===== src/rtl/jk_counter_sequencer.sv =====
// jk_counter_sequencer: run controller that starts, gates, terminates and clears a JK up-counter
module jk_counter_sequencer #(
  parameter int WIDTH  = 4,
  parameter int PCNT_W = 8
) (
  input  logic              clock,
  input  logic              clear,
  input  logic              start,
  input  logic              stop,
  input  logic              hold,
  input  logic              periodic,
  input  logic [WIDTH-1:0]  term,
  input  logic [WIDTH-1:0]  cnt_q,
  output logic              cnt_en,
  output logic              cnt_clear,
  output logic              busy,
  output logic              done,
  output logic [PCNT_W-1:0] periods
);
  typedef enum logic [1:0] {IDLE, RUN, DONE} state_t;
  state_t           state, next_state;
  logic [WIDTH-1:0] term_q;
  logic             at_term, launch, reload, finish;
  // next-state and combinational outputs; equality-only terminal compare so a corrupted count wraps back to term
  always_comb begin
    at_term    = cnt_q == term_q;
    launch     = state == IDLE && start && !stop;
    reload     = state == DONE && !stop && periodic;
    finish     = state == RUN && !stop && at_term;
    cnt_en     = state == RUN && !hold && !at_term;
    busy       = state != IDLE;
    next_state = state;
    case (state)
      IDLE:    next_state = launch ? RUN : IDLE;
      RUN:     next_state = stop ? IDLE : at_term ? DONE : RUN;
      DONE:    next_state = reload ? RUN : IDLE;
      default: next_state = IDLE;
    endcase
  end
  // state register plus registered counter clear, done pulse, period count and latched terminal
  always_ff @(posedge clock or negedge clear) begin
    if (!clear) begin
      state     <= IDLE;
      cnt_clear <= 1'b0;
      done      <= 1'b0;
      periods   <= '0;
      term_q    <= '0;
    end else begin
      state     <= next_state;
      cnt_clear <= next_state == RUN;
      done      <= finish;
      periods   <= launch ? '0 : finish ? periods + 1'b1 : periods;
      term_q    <= (launch || reload) ? term : term_q;
    end
  end
endmodule

===== config.mk =====
export PLATFORM = sky130hd
export DESIGN_NAME = jk_counter_sequencer
export DESIGN_NICKNAME = d
export VERILOG_FILES = /design/src/rtl/jk_counter_sequencer.sv
export SDC_FILE = /design/constraint.sdc
export NUM_CORES = 1
export LEC_CHECK = 0
export ABC_CLOCK_PERIOD_IN_PS = 2000
export BUFFER_PORTS_ARGS = -buffer_cell sky130_fd_sc_hd__buf_2
export CORE_MARGIN = 3
export CORE_UTILIZATION = 51
export CTS_BUF_LIST = sky130_fd_sc_hd__clkbuf_8
export CTS_CLUSTER_DIAMETER = 30
export CTS_CLUSTER_SIZE = 14
export DETAILED_ROUTE_END_ITERATION = 8
export PLACE_DENSITY = 0.81
export SYNTH_ARGS = -nofsm -noshare
export SYNTH_HDL_FRONTEND = slang
export SYNTH_SLANG_ARGS = --single-unit

===== constraint.sdc =====
create_clock -name clock -period 2 [get_ports clock]
set_input_delay 0.4 -clock clock [delete_from_list [all_inputs] [get_ports clock]]
set_output_delay 0.4 -clock clock [all_outputs]
set_load 0.01 [all_outputs]

Word level (Yosys, flattened, before mapping)
Cells that the tools add are included.
{ "totals": {"elab_cells": 32, "output_inout_bits": 12, "input_bits": 14, "regBits": 16} }
{ "classes": {"reduce_logical": 15, "n_eq_ne": 4, "n_addsub": 1, "muxes": 7} }
{ "op_table": {"columns": ["operator", "n"], "rows": [
  ["$mux W8", 2],
  ["$add A8 B1 Y8 const B", 1],
  ["$logic_and A1 B1 Y1", 8],
  ["$pmux W2 S3", 1],
  ["$eq A2 B1 Y1 const B", 2],
  ["$eq A4 B4 Y1", 1],
  ["$mux W2", 2],
  ["$reduce_bool A2 Y1", 2],
  ["$logic_not A1 Y1", 3],
  ["$eq A2 B2 Y1 const B", 1],
  ["$logic_not A2 Y1", 1],
  ["$mux W1", 2],
  ["$logic_or A1 B1 Y1", 1]
]} }

Logic depth before layout (Yosys ltp)
Gate-level depths: netlist (run 1).
{ "logic_depth": {"depth_word": 6, "ltp_mapped": 5, "mapped_depth_nobuf": 4} }

Least setup slack after synthesis (run 1)
Ideal clock, no wire load.
{ "synth_timing": {"path_type": "input to output", "startpoint": "in cnt_q[2]", "endpoint": "out cnt_en", "required_ns": 1.600, "cell_stages": 4, "path_buffers": 1, "slack_ns": 0.490, "t_arrival_ns": 1.110, "path_cell_list": "xnor2_1 nand4_1 buf_6 and3_2"} }
{ "synth_between": {"elab_chain_cells": 3} }
{ "synth_lines": {"columns": ["element", "line", "text"], "rows": [
  ["start, declared", "13", "input logic [WIDTH-1:0] cnt_q,"],
  ["$eq A4 B4 Y1", "26", "at_term = cnt_q == term_q;"],
  ["$logic_not A1 Y1", "30", "cnt_en = state == RUN && !hold && !at_term;"],
  ["$logic_and A1 B1 Y1", "30", null],
  ["end, declared", "14", "output logic cnt_en,"]
]} }
Every way passes these cells.

Worst setup path after layout (run 1)
{ "layout_timing": {"startpoint": "reg term_q[0]", "endpoint": "out cnt_en"} }
{ "layout_between": {"elab_chain_cells": 3} }
{ "layout_lines": {"columns": ["element", "line", "text"], "rows": [
  ["start, declared", "22", "logic [WIDTH-1:0] term_q;"],
  ["start signal, assigned", "53", "term_q <= (launch || reload) ? term : term_q;"],
  ["$eq A4 B4 Y1", "26", null],
  ["$logic_not A1 Y1", "30", null],
  ["$logic_and A1 B1 Y1", "30", null]
]} }
Every way passes these cells.

==> impl_metrics.csv, run 1 <==
group,metric,value,unit
status,status,"finished clean",
critical_path,required,1.60,ns
route,wl_met1,668,um
layout,post-route-cell-area,978.4,sq um
critical_path,reg2reg_from,"term_q[0]",
clock_tree,cts_tree,"done",
route,route.met2.wl,831,um
yosys,yosysMostFrequentCell,"dfrtp_1",
critical_path,startpoint,"term_q[0]",
floorplanning,ios,26,
critical_path,critPathSlowestCell,"dfrtp_1",
critical_path,rr_worst_depth,5,
global_routing,grt_max_degree,17,
yosys,async_reset_ff_share,100.0,%
timing,setup_tns,0,ns
floorplanning,placementRows,13,
critical_path,worstSetupPathType,"flip-flop to output pin",
yosys,synth-warning-count,0,
route,ant_nets,0,
timing,drv_slew,0,
critical_path,r2r_end,"periods[7]",
critical_path,arrival,1.49,ns
route,wl_per_cell,13.87,um
power_and_ir_drop,p_leak,0.0004754,uW
timing,slew_headroom,76.90,%
clock_tree,cts_resized,0,
yosys,ys_seq_elements,16,
route,drt_iter0_markers,13,
floorplanning,coreArea,1366,sq um
placement,place_area,922.1,sq um
floorplanning,die_w,45.10,um
critical_path,crit_chain,"xnor2_1 > nand4_1 > and3_2 > buf_2",
yosys,synthTopCellsByCount,"dfrtp_1 (16), nand2_1 (11), a21oi_1 (6)",
critical_path,cp-end-kind,"output pin",
route,remaining_drc_errors,0,
timing,fmax,0.5295,GHz
yosys,synth_top_area_share,51.36,%
clock_tree,root_buffer,"clkbuf_8",
clock_tree,cts_inserted_buffers,3,
yosys,synth.distinct_cells,22,
hold_path,hold_path_class,"primary input to async pin",
route,top_layer_used,"met4",
timing,finalSetupViolCount,0,
placement,gp_congestion,0.7237,
yosys,syn-num-nets,88,
flow_run,maxCapViolCount,0,
clock_tree,cts_num_sinks,16,
timing,finalCritPeriodShare,94.43,%
route,vias,673,
yosys,synthCells,73,
yosys,syn_area,779.5,sq um
clock_tree,max-clock-path-buffers,2,
layout,fin_nets,120,
clock_tree,cts_max_level,1,
global_routing,grt_pass1_vias,641,
critical_path,endpoint,"cnt_en",
global_routing,grt_util_all_layers,18.29,%
route,vias_per_cell,5.703,
yosys,synthFlopType,"dfrtp_1",
floorplanning,die_h,45.10,um
placement,dp_hpwl,1215,um
critical_path,critPathMaxFanout,6,
floorplanning,initial_core_util,57.05,%
global_routing,grt_pass1_wl,2691,um
layout,area_growth,25.52,%
timing,period_minus_slack,1.889,ns
layout,n_antenna_cell,0,
timing,tightestPinTransition,0.3465,ns
critical_path,max_stage_delay,0.39,ns
route,dr.pass1.iters,4,
route,met3WireLength,102,um
yosys,synth-seq-area-share,51.36,%
clock_tree,clk_latency,0.25,ns
power_and_ir_drop,ir_worst_vdd,0.6417,mV
critical_path,rrSetupSlack,0.20,ns
route,routed_wirelength,1637,um
timing,finalHoldViolations,0,
layout,fillers,111,
power_and_ir_drop,power_density,784.5,nW/um^2
layout,drive_above_1_share,37.86,%
global_routing,grt-ovfl-total,0,
critical_path,cp-start-kind,"flip-flop",
timing,final.setup_skew,0.0006441,ns
yosys,yosysTopAreaCell,"dfrtp_1",
yosys,synth_edf_count,0,
timing,rsz0062_at_grt,"no",
global_routing,antenna_found_initial,0,
placement,io_buffer_count,25,
yosys,syn_avg_cell_area,10.68,sq um
floorplanning,die-area,2034,sq um
yosys,netlist_top_cells_area,"dfrtp_1 (51%), mux2_2 (5.8%), nand2_1 (5.3%)",
clock_tree,clkSlewWorstSetupHoldPaths,0.06,ns
==> layout by cell type (no fill, tap or decap) <==
cell type  count
buf_2         25
dfrtp_1       16
nand2_1       11
a21oi_1        6
nor2_1         4
xnor2_1        4
mux2_2         4
o31ai_1        4
or4_1          4
buf_4          4
mux2i_1        3
or3_1          3
clkbuf_8       3
nand4_1        2
o21ai_0        2
nor3b_2        1
or2_2          1
and3_2         1
nor4b_1        1
nand3b_1       1
inv_1          1
and3_1         1
ha_1           1
==> where the power goes <==
part | switching (uW) | total (uW) | internal, uW | leakage [uW]
Combinational | 68.2 | 148 | 79.9 | 0.000242
Sequential | 25.0 | 381 | 356 | 0.000212
Clock | 105 | 239 | 134 | 0.0000216
Total | 198 | 768 | 569 | 0.000475
==> cells by family (layout without fill, tap and decap cells) <==
logic type	count (synthesis)	after routing	share of synthesized area, %
mux	7	7	9.631
xor+xnor	4	4	4.494
flops	16	16	51.36
compound gates	12	12	8.989
fa+ha+maj	1	1	1.605
simple gates	30	30	21.35
buf+inv	3	33	2.567
==> area by class of cell <==
class	instances	area (sq um)	area share [%]
tap	15	18.77	1.918
sequential	16	400.4	40.92
clock buffer	3	41.29	4.220
timing repair buffer	29	155.1	15.86
inverter	1	3.754	0.3836
multi-input combinational	54	359.1	36.70
==> state kept, by name (all words and copies together) (netlist names) <==
name / count
periods: 8
cnt_clear: 1
state: 2
term_q: 4
done: 1
==> metal layers <==
metal / global-route usage, % / vias to the layer above
met3: 2.390 / 5
met5: 0 / -
li1: - / 324
met1: 21.94 / 320
met2: 31.07 / 24
met4: 10.53 / 0
==> what timing repair did <==
item	in CTS	in global routing
hold buffers	0	0
endpoints found under the setup margin	0	1
buffers inserted	0	2
==> metrics by stage <==
| step | cells | worst slack [ns] | power (uW) | hold slack [ns] | utilization, % |
|---|---|---|---|---|---|
| after floorplan | 73 | 0.4902 | 475.3 | 0.1044 | - |
| after global placement | 113 | 0.2039 | 520.1 | 0.3297 | 67.49 |
| after detailed placement | 113 | 0.1950 | 526.9 | 0.3281 | 67.49 |
| after CTS | 116 | 0.01266 | 768.6 | 0.05900 | 70.51 |
| after global routing | 118 | 0.01766 | 808.6 | 0.06494 | 71.61 |
| final | 118 | 0.1114 | 767.6 | 0.04810 | 71.61 |
==> how the worst min path moves through the flow <==
stage | startpoint | end | slack [ns] | cells after the start
floorplan | clear | cnt_clear | 0.10 | 0
global placement | clear | periods[7] | 0.33 | 1
detailed placement | clear | done | 0.33 | 1
CTS | clear | done | 0.06 | 1
global route | clear | done | 0.06 | 1
finish | clear | done | 0.05 | 1
==> critical path: cells and delay by family, from the launching register on <==
family / cells / cell delay [ns]
XOR/XNOR: 1 / 0.18
buffers and inverters: 1 / 0.13
flip-flops: 1 / 0.39
AND/OR/NAND/NOR: 2 / 0.54
Power figures use the tool's default switching activity.
==> run 2, diff against run 1 <==
--- a/config.mk
+++ b/config.mk
@@ -6,7 +6,7 @@
 export NUM_CORES = 1
 export LEC_CHECK = 0
 export ABC_CLOCK_PERIOD_IN_PS = 2000
-export BUFFER_PORTS_ARGS = -buffer_cell sky130_fd_sc_hd__buf_2
+export BUFFER_PORTS_ARGS = -buffer_cell sky130_fd_sc_hd__buf_4
 export CORE_MARGIN = 3
 export CORE_UTILIZATION = 51
 export CTS_BUF_LIST = sky130_fd_sc_hd__clkbuf_8
==> run 2 against run 1 <==
Effect of this change: core utilization grew 5.8 points; worst hold slack gained 0.33 ns; global-route usage grew 3.0 points; clock power rose by 22%.
==> impl_metrics.csv, run 2 (same netlist as run 1, synthesis figures left out) <==
group,metric,value,unit
clock_tree,cts_max_level,1,
route,vias,692,
critical_path,cp-end-kind,"output pin",
floorplanning,die_h,45.10,um
route,wl_per_cell,15.64,um
timing,finalSetupViolCount,0,
route,dr.pass1.iters,4,
floorplanning,placementRows,13,
power_and_ir_drop,finalPower,833.9,uW
critical_path,required,1.60,ns
clock_tree,max-clock-path-buffers,2,
critical_path,startpoint,"term_q[0]",
critical_path,max_stage_delay,0.39,ns
timing,fin_ws,0.2410,ns
power_and_ir_drop,p_comb_share,19.4,%
timing,fmax,0.5685,GHz
layout,regMostFlops,"periods",
hold_path,hold_path_class,"primary input to flip-flop",
route,remaining_drc_errors,0,
layout,fin_nets,120,
critical_path,endpoint,"cnt_en",
layout,post-route-cell-area,1057,sq um
global_routing,antenna_found_initial,0,
timing,rsz0062_at_grt,"no",
power_and_ir_drop,switchingPower,211.7,uW
layout,final_core_util,77.38,%
critical_path,crit_family,"simple AND/OR/NAND/NOR gates",
timing,drv_slew,0,
critical_path,cp_num_cells,4,
global_routing,grt-ovfl-total,0,
placement,dp_hpwl,1313,um
timing,finalCritPeriodShare,87.95,%
global_routing,grt_pass1_wl,3063,um
clock_tree,root_buffer,"clkbuf_8",
placement,place_area,984.7,sq um
timing,period_minus_slack,1.759,ns
hold_path,min_path_cells,2,
layout,largest_registers,"periods: 8 flops, term_q: 4 flops, state: 2 flops",
critical_path,arrival,1.36,ns
timing,tightestPinTransition,0.2975,ns
flow_run,maxCapViolCount,0,
floorplanning,ios,26,
global_routing,grt_max_degree,17,
power_and_ir_drop,p_clk_share,34.9,%
global_routing,grt_util_all_layers,21.30,%
clock_tree,cts_inserted_buffers,3,
critical_path,worstSetupPathType,"flip-flop to output pin",
critical_path,rr_worst_depth,5,
critical_path,critPathMaxFanout,2,
power_and_ir_drop,ir_worst_vdd,0.6147,mV
placement,place_ws,0.1455,ns
status,status,"finished clean",
timing,finalHoldViolations,0,
power_and_ir_drop,p_leak,0.0004937,uW
critical_path,reg2reg_from,"term_q[0]",
power_and_ir_drop,power_density,788.8,nW/um^2
clock_tree,clk_latency,0.25,ns
clock_tree,cts_num_sinks,16,
critical_path,rrSetupSlack,0.31,ns
global_routing,grt_pass1_vias,708,
timing,slew_headroom,79.89,%
layout,largest_reg_flops,8,
clock_tree,clkSlewWorstSetupHoldPaths,0.06,ns
layout,layout_commonest_cell,"buf_4",
critical_path,critPathBufInv,1,
layout,n_antenna_cell,0,
route,vias_per_cell,5.815,
power_and_ir_drop,cell_internal_pwr,622.3,uW
route,routed_wirelength,1861,um
critical_path,cp-start-kind,"flip-flop",
floorplanning,die_w,45.10,um
layout,drive_above_1_share,37.50,%
route,ant_nets,0,
power_and_ir_drop,seqPwrFrac,45.7,%
placement,io_buffer_count,25,
placement,gp_congestion,0.7401,
power_and_ir_drop,swShare,25.38,%
critical_path,crit_chain,"xnor2_1 > nand4_1 > and3_2 > buf_4",
floorplanning,coreArea,1366,sq um
clock_tree,cts_tree,"done",
critical_path,critPathSlowestCell,"dfrtp_1",
layout,layout_common_cells,"buf_4 (28), dfrtp_1 (16), nand2_1 (11)",
floorplanning,initial_core_util,57.05,%
timing,final.setup_skew,0.002894,ns
critical_path,r2r_end,"periods[6]",
layout,area_growth,35.63,%
floorplanning,die-area,2034,sq um
route,drt_iter0_markers,20,
timing,setup_tns,0,ns
-- run 2: cell types whose count changed in the layout (fill, tap and decap cells not counted), sizes merged --
cell / previous run / this run
dlygate4sd3: 0 / 1
buf: 29 / 28
clkbuf: 3 / 4
-- run 2: final cells by class --
type | count | area (sq um)
Multi-Input combinational cell | 54 | 359.1
Clock buffer | 4 | 55.05
Tap cell | 15 | 18.77
Fill cell | 102 | 309.0
Timing Repair Buffer | 29 | 220.2
Sequential cell | 16 | 400.4
Inverter | 1 | 3.754
-- run 2: worst min-delay path by stage --
stage | start | slack [ns] | end
after global placement | clear | 0.27 | done
after CTS | term[1] | 0.38 | term_q[1]
final | term[1] | 0.38 | term_q[1]
after floorplan | clear | 0.10 | cnt_clear
after detailed placement | clear | 0.27 | periods[7]
after global routing | term[3] | 0.38 | term_q[3]
-- run 2: stage by stage --
stage | cells | hold slack, ns
3_5_place_dp | 113 | 0.2685
5_1_grt | 119 | 0.3794
2_1_floorplan | 73 | 0.1044
4_1_cts | 119 | 0.3792
3_3_place_gp | 113 | 0.2682
6_report | 119 | 0.3777
-- run 2: power by group through the flow --
stage / sequential (uW) / combinational, uW / clock (uW)
CTS: 381 / 163 / 291
floorplan: 385 / 90.6 / 0
finish: 381 / 162 / 291
detailed placement: 386 / 154 / 0
global placement: 384 / 150 / 0
global route: 385 / 178 / 304
-- run 2: metal layers --
layer / global-route usage, % / vias to the layer above / wire (um)
li1: - / 324 / -
met3: 4.781 / 6 / 127
met2: 37.85 / 30 / 984
met5: 0 / - / 0
met4: 10.53 / 0 / 39
met1: 23.53 / 332 / 710
-- run 2: repair_timing --
action                     CTS  global route
hold endpoints to repair     5             0
buffers inserted             1             0
setup endpoints to repair    1             0
gates resized for setup      0             0
hold buffers                 1             0
